`src/rtl/pump_controller_filtered.sv`:
```
// Two-tank pump controller: debounced level inputs, anti short-cycle, run-timeout supervisor
// and a FAULT state with timed recovery. Outputs decode directly from registered state.

module pump_level_filter #(
    parameter int unsigned LVL_W      = 3,
    parameter int unsigned FILTER_CYC = 1
) (
    input  logic             clk,
    input  logic             rst_n,
    input  logic [LVL_W-1:0] raw_i,
    output logic [LVL_W-1:0] filt_o,
    output logic             valid_o
);
    localparam int unsigned CNT_W = (FILTER_CYC > 1) ? $clog2(FILTER_CYC) : 1;

    logic [LVL_W-1:0] cand_q, cand_d;
    logic [LVL_W-1:0] filt_q, filt_d;
    logic [CNT_W-1:0] cnt_q, cnt_d;
    logic             valid_q, valid_d;

    // A new raw value restarts the stability count; the output follows once it has held long enough.
    always_comb begin
        cand_d  = cand_q;
        cnt_d   = cnt_q;
        filt_d  = filt_q;
        valid_d = valid_q;
        if (raw_i != cand_q) begin
            cand_d = raw_i;
            cnt_d  = '0;
        end else if (32'(cnt_q) + 32'd1 < FILTER_CYC) begin
            cnt_d = cnt_q + CNT_W'(1);
        end
        if (32'(cnt_d) + 32'd1 >= FILTER_CYC) begin
            filt_d  = cand_d;
            valid_d = 1'b1;
        end
    end

    always_ff @(posedge clk) begin
        if (!rst_n) begin
            cand_q  <= '0;
            cnt_q   <= '0;
            filt_q  <= '0;
            valid_q <= 1'b0;
        end else begin
            cand_q  <= cand_d;
            cnt_q   <= cnt_d;
            filt_q  <= filt_d;
            valid_q <= valid_d;
        end
    end

    assign filt_o  = filt_q;
    assign valid_o = valid_q;
endmodule

module pump_controller_filtered #(
    parameter int unsigned CLK_HZ            = 25_000_000,
    parameter int unsigned LVL_W             = 3,
    parameter int unsigned LVL_MAX           = 4,
    parameter int unsigned LVL_SUP_START     = 1,
    parameter int unsigned LVL_INF_START     = 3,
    parameter int unsigned LVL_INF_STOP      = 1,
    parameter int unsigned LVL_SUP_STOP      = 3,
    parameter int unsigned LVL_INF_REFILL    = 4,
    parameter int unsigned INVERT_LEVEL_CODE = 0,
    parameter int unsigned FILTER_MS         = 20,
    parameter int unsigned MIN_OFF_MS        = 5000,
    parameter int unsigned MAX_RUN_MS        = 60000,
    parameter int unsigned FAULT_RECOVERY_MS = 10000
) (
    input  logic             clk,
    input  logic             rst_n,
    input  logic             en_auto,
    input  logic [LVL_W-1:0] lvl_inf,
    input  logic [LVL_W-1:0] lvl_sup,
    output logic             pump_on,
    output logic             solenoid_open,
    output logic             led_green,
    output logic             led_red,
    output logic             fault,
    output logic [1:0]       fault_code
);
    localparam int unsigned CYC_PER_MS  = CLK_HZ / 1000;
    localparam int unsigned FILTER_CYC  = CYC_PER_MS * FILTER_MS;
    localparam int unsigned MIN_OFF_CYC = CYC_PER_MS * MIN_OFF_MS;
    localparam int unsigned MAX_RUN_CYC = CYC_PER_MS * MAX_RUN_MS;
    localparam int unsigned REC_CYC     = CYC_PER_MS * FAULT_RECOVERY_MS;
    localparam int unsigned OFF_W = (MIN_OFF_CYC > 0) ? $clog2(MIN_OFF_CYC + 1) : 1;
    localparam int unsigned RUN_W = (MAX_RUN_CYC > 0) ? $clog2(MAX_RUN_CYC + 1) : 1;
    localparam int unsigned REC_W = (REC_CYC > 0) ? $clog2(REC_CYC + 1) : 1;

    typedef enum logic [1:0] {
        ST_IDLE    = 2'd0,
        ST_PUMPING = 2'd1,
        ST_FAULT   = 2'd2
    } state_e;

    state_e           state_q, state_d;
    logic [1:0]       fault_code_q, fault_code_d;
    logic [OFF_W-1:0] off_q, off_d;
    logic [RUN_W-1:0] run_q, run_d;
    logic [REC_W-1:0] rec_q, rec_d;
    logic [LVL_W-1:0] sup_prev_q, sup_prev_d;

    logic [LVL_W-1:0] inf_raw_f, sup_raw_f, inf_eff, sup_eff;
    logic             inf_valid, sup_valid, filt_valid;
    logic             invalid_c, start_c, stop_c, sup_rise_c;
    logic             off_done_c, run_done_c, rec_done_c;

    pump_level_filter #(.LVL_W(LVL_W), .FILTER_CYC(FILTER_CYC)) u_filt_inf (
        .clk(clk), .rst_n(rst_n), .raw_i(lvl_inf), .filt_o(inf_raw_f), .valid_o(inf_valid)
    );
    pump_level_filter #(.LVL_W(LVL_W), .FILTER_CYC(FILTER_CYC)) u_filt_sup (
        .clk(clk), .rst_n(rst_n), .raw_i(lvl_sup), .filt_o(sup_raw_f), .valid_o(sup_valid)
    );

    // Validity is judged on the raw sensor code; inversion only applies to in-range codes.
    assign filt_valid = inf_valid & sup_valid;
    assign invalid_c  = (inf_valid && (inf_raw_f > LVL_W'(LVL_MAX)))
                      || (sup_valid && (sup_raw_f > LVL_W'(LVL_MAX)));
    assign inf_eff = (INVERT_LEVEL_CODE != 0) ? LVL_W'(LVL_MAX) - inf_raw_f : inf_raw_f;
    assign sup_eff = (INVERT_LEVEL_CODE != 0) ? LVL_W'(LVL_MAX) - sup_raw_f : sup_raw_f;

    assign start_c    = filt_valid && off_done_c
                      && (sup_eff == LVL_W'(LVL_SUP_START)) && (inf_eff == LVL_W'(LVL_INF_START));
    assign stop_c     = (inf_eff <= LVL_W'(LVL_INF_STOP)) || (sup_eff >= LVL_W'(LVL_SUP_STOP));
    assign sup_rise_c = sup_eff > sup_prev_q;

    // A timer is done on the cycle that completes its configured count.
    assign off_done_c = 32'(off_q) + 32'd1 >= MIN_OFF_CYC;
    assign run_done_c = 32'(run_q) + 32'd1 >= MAX_RUN_CYC;
    assign rec_done_c = 32'(rec_q) + 32'd1 >= REC_CYC;

    always_comb begin
        state_d      = state_q;
        fault_code_d = fault_code_q;
        sup_prev_d   = sup_eff;
        off_d        = (32'(off_q) >= MIN_OFF_CYC) ? off_q : off_q + OFF_W'(1);
        run_d        = (32'(run_q) >= MAX_RUN_CYC) ? run_q : run_q + RUN_W'(1);
        rec_d        = (32'(rec_q) >= REC_CYC) ? rec_q : rec_q + REC_W'(1);
        if (!en_auto) begin
            state_d      = ST_IDLE;
            fault_code_d = 2'd0;
        end else if (invalid_c) begin
            state_d = ST_FAULT;
            rec_d   = '0;
            if (state_q != ST_FAULT) fault_code_d = 2'd1;
        end else begin
            case (state_q)
                ST_IDLE: begin
                    if (start_c) begin
                        state_d = ST_PUMPING;
                        run_d   = '0;
                    end
                end
                ST_PUMPING: begin
                    if (stop_c) begin
                        state_d = ST_IDLE;
                        off_d   = '0;
                    end else if (sup_rise_c) begin
                        run_d = '0;
                    end else if (run_done_c) begin
                        state_d      = ST_FAULT;
                        fault_code_d = 2'd2;
                        rec_d        = '0;
                    end
                end
                ST_FAULT: begin
                    if (rec_done_c) begin
                        state_d      = ST_IDLE;
                        fault_code_d = 2'd0;
                        off_d        = '0;
                    end
                end
                default: state_d = ST_IDLE;
            endcase
        end
    end

    always_ff @(posedge clk) begin
        if (!rst_n) begin
            state_q      <= ST_IDLE;
            fault_code_q <= 2'd0;
            off_q        <= OFF_W'(MIN_OFF_CYC);
            run_q        <= '0;
            rec_q        <= '0;
            sup_prev_q   <= '0;
        end else begin
            state_q      <= state_d;
            fault_code_q <= fault_code_d;
            off_q        <= off_d;
            run_q        <= run_d;
            rec_q        <= rec_d;
            sup_prev_q   <= sup_prev_d;
        end
    end

    assign pump_on       = (state_q == ST_PUMPING);
    assign fault         = (state_q == ST_FAULT);
    assign fault_code    = fault_code_q;
    assign led_green     = pump_on;
    assign led_red       = ~pump_on & ~fault;
    assign solenoid_open = filt_valid && (state_q != ST_FAULT) && (inf_eff < LVL_W'(LVL_INF_REFILL));
endmodule

```
`config.mk`:
```
export PLATFORM = sky130hd
export DESIGN_NAME = pump_controller_filtered
export DESIGN_NICKNAME = d
export VERILOG_FILES = /design/src/rtl/pump_controller_filtered.sv
export SDC_FILE = /design/constraint.sdc
export NUM_CORES = 1
export LEC_CHECK = 0
export ABC_AREA = 1
export CELL_PAD_IN_SITES_DETAIL_PLACEMENT = 1
export CELL_PAD_IN_SITES_GLOBAL_PLACEMENT = 2
export CORE_MARGIN = 8
export CORE_UTILIZATION = 38
export DETAILED_ROUTE_END_ITERATION = 8
export PLACE_DENSITY_LB_ADDON = 0.1
export RECOVER_POWER = 25
export SYNTH_ARGS = -nofsm -noshare
export SYNTH_HDL_FRONTEND = slang
export SYNTH_SLANG_ARGS = --single-unit
```
`constraint.sdc`:
```
create_clock -name clk -period 6.3 [get_ports clk]
set_input_delay 1.26 -clock clk [delete_from_list [all_inputs] [get_ports clk]]
set_output_delay 1.26 -clock clk [all_outputs]
set_load 0.01 [all_outputs]
```
==> results.cfg, run 1 <==
[route]
routed_via_density = 5.005
first_pass_iters = 4
drc = 0
vias = 10440
final_antenna_net_count = 0
avgRoutedWirePerCell_um = 14.81
dr.first_iter.drc_count = 408
wl_mm = 30.88

[sta]
finalCritPeriodShare_pct = 78.96
maxSlewHeadroom_pct = 20.11
fmax_mhz = 201.0
skew_ns = 0.01665
rsz0062_at_grt = false
worst_slack_ns = 1.326
setup-tns-final_ns = 0
finalCriticalPeriod_ns = 4.974
setup_viol = 0
hold_viol_final = 0
drv_slew = 0
worst_pin_slew_ns = 1.198

[placement]
portBuffers = 15
gp_congestion = 0.8129
postPlaceCellArea_um2 = 10930
preCtsSetupSlack_ns = 1.885
dp_hpwl_mm = 23.79

[floorplanning]
rows = 61
die_h_um = 182.4
start_util_pct = 38.20
ios = 16
core_area_um2 = 27550
dieArea_um2 = 33280
fp.dieW_um = 182.4

[critical_path]
cp.depth = 27
timing.critical_path.from = u_filt_sup.cnt_q[1]$_SDFF_PN0_
crit_slowest_cell = nand2_2
reg2reg_to = u_filt_sup.filt_o[2]$_SDFFE_PN0P_
cp_common_cell = nand2_1
ff2ff_path_depth = 27
crit_path_end_kind = flop
critPathArrivalTime_ns = 5.35
start_kind = flop
r2r_start = u_filt_sup.cnt_q[1]$_SDFF_PN0_
cp-endpoint = u_filt_sup.filt_o[2]$_SDFFE_PN0P_
worst_ep_required_time_ns = 6.68
critPathTopFamily = simple AND/OR/NAND/NOR gates
rrSetupSlack_ns = 1.33
critPathMaxFanout = 21
critical_path_class = flop to flop
slowest_delay_ns = 0.56
worst-path-buf-inv = 1

[finish]
diodes = 0
final_util_pct = 41.51
drive_gt1_share_pct = 6.792
nFillCells = 3722
finalNetCount = 1718
stdcell_area_um2 = 11440
synthToLayoutAreaGrowth_pct = 8.678

[synthesis]
synthFlopType = dfxtp_1
synth.most_common_cell = nand2_1
synth_edf_count = 0
synth_top_family_by_area = simple AND/OR/NAND/NOR gates
avgSynthCellArea_um2 = 6.180
syn_area_um2 = 10530
synth_top_area_cell = dfxtp_1
synthTopCellsByCount = nand2_1 (426), nor2_1 (249), inv_1 (241), dfxtp_1 (145), nand3_1 (131)
synth.area.mux_share_pct = 0
async_flop_share_pct = 0
synth_compound_area_share_pct = 10.20
synthSimpleGateAreaFrac_pct = 43.39
synthAdderAreaFrac_pct = 1.664
synthTopCellsByArea = dfxtp_1 (28%), nand2_1 (15%), nor2_1 (8.9%)
synth_top_area_share_pct = 27.58
synth_cells = 1703
ys_warn_count = 0
syn-num-nets = 1726
ys_ff_latch = 145
synth_cell_types = 62
synthXorXnorAreaFrac_pct = 5.825
synth_seq_area_share_pct = 27.58

[run]
drv_cap = 0

[pwr]
irDropWorstVdd_uv = 175.6
leakagePower_nw = 4.834
p_total_w = 0.002508
powerDensity_nw_per_um2 = 219.2

[clock_tree]
postCtsSetupRepairBufs = 0
clk_pin_slew_ns = 0.07
numCtsBuffers = 17
ctsLongestPathBuffers = 2
insertion_delay_ns = 0.44
clock_sinks = 145
cts_tree = built
ctsHoldBuffers = 0
cts_root_buffer = clkbuf_16
htreeDepth = 4
cts_resized = 0

[grt]
grt_pass1_wl_mm = 52.38
grt_pass1_vias = 10680
grt_max_degree = 54
gr-usage-all-layers_pct = 19.02
grt_antenna_before_repair = 2
overflow = 0

[run_status]
status = finished, final reports clean

[hold_path]
hp-class = flop to flop
==> cells by family (layout without fill, tap and decap cells) <==
logic type	after synthesis	after routing
xor+xnor	70	70
compound gates	178	178
flops	145	145
simple gates	1000	1000
fa+ha+maj	14	14
buf+inv	296	301
==> tightest hold or removal path, stage by stage (launching register included) <==
cell and delay [ns]:
dfxtp_1 0.34, nand2_1 0.07, inv_1 0.03
==> area by class of cell <==
type | count | area (um^2) | area share (%)
Sequential cell | 145 | 2903 | 25.38
Timing Repair Buffer | 19 | 176.4 | 1.542
Clock buffer | 18 | 439.2 | 3.839
Clock inverter | 14 | 143.9 | 1.258
Inverter | 250 | 939.7 | 8.215
Multi-Input combinational cell | 1262 | 6364 | 55.63
Tap cell | 378 | 473.0 | 4.135
==> worst min-delay path by stage <==
stage,startpoint,endpoint,cells past startpoint
after floorplan,u_filt_sup.filt_o[0]$_SDFFE_PN0P_,sup_prev_q[0]$_SDFF_PN0_,2
after global placement,u_filt_sup.filt_o[0]$_SDFFE_PN0P_,sup_prev_q[0]$_SDFF_PN0_,2
after detailed placement,u_filt_sup.filt_o[0]$_SDFFE_PN0P_,sup_prev_q[0]$_SDFF_PN0_,2
after CTS,u_filt_sup.filt_o[0]$_SDFFE_PN0P_,sup_prev_q[0]$_SDFF_PN0_,2
after global routing,u_filt_sup.filt_o[0]$_SDFFE_PN0P_,sup_prev_q[0]$_SDFF_PN0_,2
final,u_filt_sup.filt_o[0]$_SDFFE_PN0P_,sup_prev_q[0]$_SDFF_PN0_,2
==> where the power goes <==
part / switching, W / total, W / internal, W
clock: 0.000465 / 0.00103 / 0.000567
sequential: 0.0000550 / 0.00102 / 0.000966
combinational: 0.000309 / 0.000455 / 0.000146
==> stage by stage <==
step / cells / hold slack [ns]
floorplan: 1703 / 0.4335
CTS: 2086 / 0.4693
global route: 2086 / 0.5142
global placement: 2054 / 0.4607
detailed placement: 2054 / 0.4671
finish: 2086 / 0.4730
==> layout by cell type (no fill, tap or decap), types with 3 or more instances in the layout <==
cell type,n
ha_1,14
o22ai_1,4
nor2_4,10
nand3b_1,9
nand4_1,46
nand3_2,12
dlygate4sd3_1,8
xor2_1,55
nor3_1,33
inv_6,6
a21oi_1,44
xnor2_1,15
dfxtp_1,145
clkdlybuf4s50_1,7
clkbuf_16,17
nor2_2,23
o21ai_0,57
o2111ai_1,7
nor4_1,15
nand3_1,133
inv_1,242
o21ai_1,7
a211oi_1,24
buf_4,3
nand2_2,14
or2_2,4
a31oi_1,8
nor2_1,254
nand4_2,3
o211ai_1,9
a21o_1,3
clkinvlp_4,4
nand2_1,428
inv_2,6
o21bai_1,4
==> layer usage <==
layer  vias up  GRT usage (%)  share of wire [%]
met5         -              0              0.087
met4         4          5.248                1.6
met3        39          3.321                2.3
met2       104          33.64                 48
met1      4855          23.35                 48
li1       5438              -                  -
==> state kept, by name, indices dropped and copies added (netlist names), 2 cells and up <==
| register | count |
|---|---|
| fault_code | 2 |
| off_q | 27 |
| rec_q | 28 |
| run_q | 31 |
| state_q | 2 |
| sup_prev_q | 3 |
| u_filt_inf.cand_q | 3 |
| u_filt_inf.cnt_q | 19 |
| u_filt_inf.filt_o | 3 |
| u_filt_sup.cand_q | 3 |
| u_filt_sup.cnt_q | 19 |
| u_filt_sup.filt_o | 3 |
No activity file was read; power rests on OpenSTA's default activity.
==> inputs of run 2 (changes only) <==
--- a/config.mk
+++ b/config.mk
@@ -9,7 +9,7 @@
 export CELL_PAD_IN_SITES_DETAIL_PLACEMENT = 1
 export CELL_PAD_IN_SITES_GLOBAL_PLACEMENT = 2
 export CORE_MARGIN = 8
-export CORE_UTILIZATION = 38
+export CORE_UTILIZATION = 32
 export DETAILED_ROUTE_END_ITERATION = 8
 export PLACE_DENSITY_LB_ADDON = 0.1
 export RECOVER_POWER = 25
==> constraint.sdc (replaced) <==
create_clock -name clk -period 4.3 [get_ports clk]
set_input_delay 0.86 -clock clk [delete_from_list [all_inputs] [get_ports clk]]
set_output_delay 0.86 -clock clk [all_outputs]
set_load 0.01 [all_outputs]
==> run 2 against run 1 <==
  * Utilization decreased by 5.5 points
  * Worst setup slack got worse by 0.79 ns
  * Hold slack lost 0.0064 ns
  * Die area rose by 17%
  * Sequential share of layout area shrank 0.52 points
  * Wire length is 3.7% higher
  * Critical path type unchanged
  * Largest power group unchanged
==> results.cfg, run 2 (synthesized netlist as in run 1, its figures left out) <==
[finish]
largest_reg_flops = 31
synthToLayoutAreaGrowth_pct = 10.97
diodes = 0
drive_gt1_share_pct = 7.459
largest-register = run_q
final_common_cell = nand2_1
finalNetCount = 1728
largestRegisters = run_q: 31 flops, rec_q: 28 flops, off_q: 27 flops
layout_common_cells = nand2_1 (427), nor2_1 (249), inv_1 (243)
nFillCells = 4313
stdcell_area_um2 = 11680

[clock_tree]
cts_root_buffer = clkbuf_16
htreeDepth = 4
cts_resized = 0
clock_sinks = 145
numCtsBuffers = 17
clk_pin_slew_ns = 0.07
cts_tree = built
ctsHoldBuffers = 0
ctsLongestPathBuffers = 2
insertion_delay_ns = 0.45
postCtsSetupRepairBufs = 0

[pwr]
p_total_w = 0.003810
leakagePower_nw = 4.916
clkPwrFrac_pct = 42.4
combPwrFrac_pct = 18.4
irDropWorstVdd_uv = 289.3
intPower_w = 0.002639
power.net_switching_w = 0.001171
powerDensity_nw_per_um2 = 326.2
switching_share_pct = 30.73
seq_power_share_pct = 39.2

[route]
drc = 0
routed_via_density = 4.856
dr.first_iter.drc_count = 496
vias = 10480
avgRoutedWirePerCell_um = 14.84
wl_mm = 32.02
final_antenna_net_count = 0
first_pass_iters = 4

[floorplanning]
die_h_um = 197.4
start_util_pct = 32.43
fp.dieW_um = 197.4
ios = 16
dieArea_um2 = 38950
rows = 66
core_area_um2 = 32450

[critical_path]
critPathArrivalTime_ns = 4.09
r2r_start = u_filt_sup.cnt_q[1]$_SDFF_PN0_
worst_ep_required_time_ns = 4.63
start_kind = flop
reg2reg_to = u_filt_sup.filt_o[2]$_SDFFE_PN0P_
rrSetupSlack_ns = 0.54
critPathMaxFanout = 9
crit_path_end_kind = flop
ff2ff_path_depth = 27
critical_path_class = flop to flop

[placement]
dp_hpwl_mm = 24.94
postPlaceCellArea_um2 = 11100
gp_congestion = 0.8014
portBuffers = 15

[run]
drv_cap = 0

[sta]
maxSlewHeadroom_pct = 47.07
drv_slew = 0
setup-tns-final_ns = 0
hold_viol_final = 0
worst_pin_slew_ns = 0.7931
setup_viol = 0
rsz0062_at_grt = false
skew_ns = 0.01128
finalCritPeriodShare_pct = 87.45
hold-worst-slack_ns = 0.4666
fmax_mhz = 265.9
finalCriticalPeriod_ns = 3.761

[hold_path]
hold_start = fault_code[0]$_SDFFE_PN0P_
holdPathStages = 2
hp-class = flop to flop
worst_hold_path.endpoint = fault_code[0]$_SDFFE_PN0P_

[grt]
grt_antenna_before_repair = 0
grt_pass1_vias = 10689
grt_pass1_wl_mm = 54.34
overflow = 0
grt_max_degree = 41
gr-usage-all-layers_pct = 17.08

[run_status]
status = finished, final reports clean
==> run 2: power by group through the flow <==
stage	clock network [W]	registers, W	logic (W)
after floorplan	0	0.00149	0.000537
after global placement	0	0.00152	0.000687
after detailed placement	0	0.00153	0.000709
after CTS	0.00168	0.00150	0.000712
after global routing	0.00172	0.00151	0.000807
final	0.00161	0.00150	0.000701
==> run 2: worst max-delay path by stage <==
stage / startpoint / to / slack (ns) / cells past startpoint
2_1_floorplan: u_filt_sup.cnt_q[1]$_SDFF_PN0_ / u_filt_sup.filt_o[0]$_SDFFE_PN0P_ / 1.25 / 22
3_3_place_gp: lvl_inf[1] / u_filt_inf.valid_o$_SDFFE_PN0P_ / 0.34 / 20
3_5_place_dp: lvl_inf[1] / u_filt_inf.filt_o[2]$_SDFFE_PN0P_ / 0.30 / 20
4_1_cts: off_q[0]$_SDFF_PN0_ / run_q[14]$_SDFF_PN0_ / 0.57 / 24
5_1_grt: u_filt_sup.cnt_q[1]$_SDFF_PN0_ / u_filt_sup.filt_o[1]$_SDFFE_PN0P_ / 0.04 / 27
6_report: u_filt_sup.cnt_q[1]$_SDFF_PN0_ / u_filt_sup.filt_o[2]$_SDFFE_PN0P_ / 0.54 / 27
==> run 2: per-layer routing <==
| layer | track usage (%) | up-vias | part of all wire (%) |
|---|---|---|---|
| met5 | 0 | - | 0 |
| li1 | - | 5456 | - |
| met4 | 4.904 | 0 | 1.5 |
| met1 | 23.49 | 4924 | 52 |
| met3 | 2.317 | 31 | 1.8 |
| met2 | 27.46 | 69 | 45 |
==> run 2: worst max-delay path, stage by stage (launching register included) <==
cell,delay (ns)
dfxtp_1,0.40
ha_1,0.29
nand2_1,0.12
nor2_4,0.14
nand3_1,0.13
nand2_1,0.09
nand2_1,0.09
nor2_1,0.10
nand3_1,0.09
nand2_1,0.07
nand2_1,0.07
nand2_2,0.06
nand2_1,0.15
buf_4,0.24
nand2_1,0.07
nand3_1,0.15
nor2_4,0.22
nand2_1,0.08
nor2_2,0.20
nand3_1,0.17
nand2_1,0.12
nand3_1,0.08
nor2_1,0.09
nand2_1,0.06
nand2_1,0.06
nand2_2,0.10
a21oi_1,0.15
nor2_1,0.06
==> run 2: area by class of cell <==
cell class / instances / area (um^2) / area share, %
multi-input combinational: 1262 / 6399 / 54.78
clock buffer: 21 / 460.4 / 3.942
sequential: 145 / 2903 / 24.85
clock inverter: 9 / 157.7 / 1.350
tap: 442 / 553.0 / 4.735
timing repair buffer: 29 / 267.8 / 2.292
inverter: 250 / 939.7 / 8.045
==> run 2: per-stage QoR <==
stage	cells	setup WS, ns	util (%)
after detailed placement	2128	0.2991	34.19
after global routing	2158	0.03529	35.99
after floorplan	1703	1.251	-
after CTS	2158	0.5691	36.10
final	2158	0.5395	35.99
after global placement	2128	0.3378	34.19
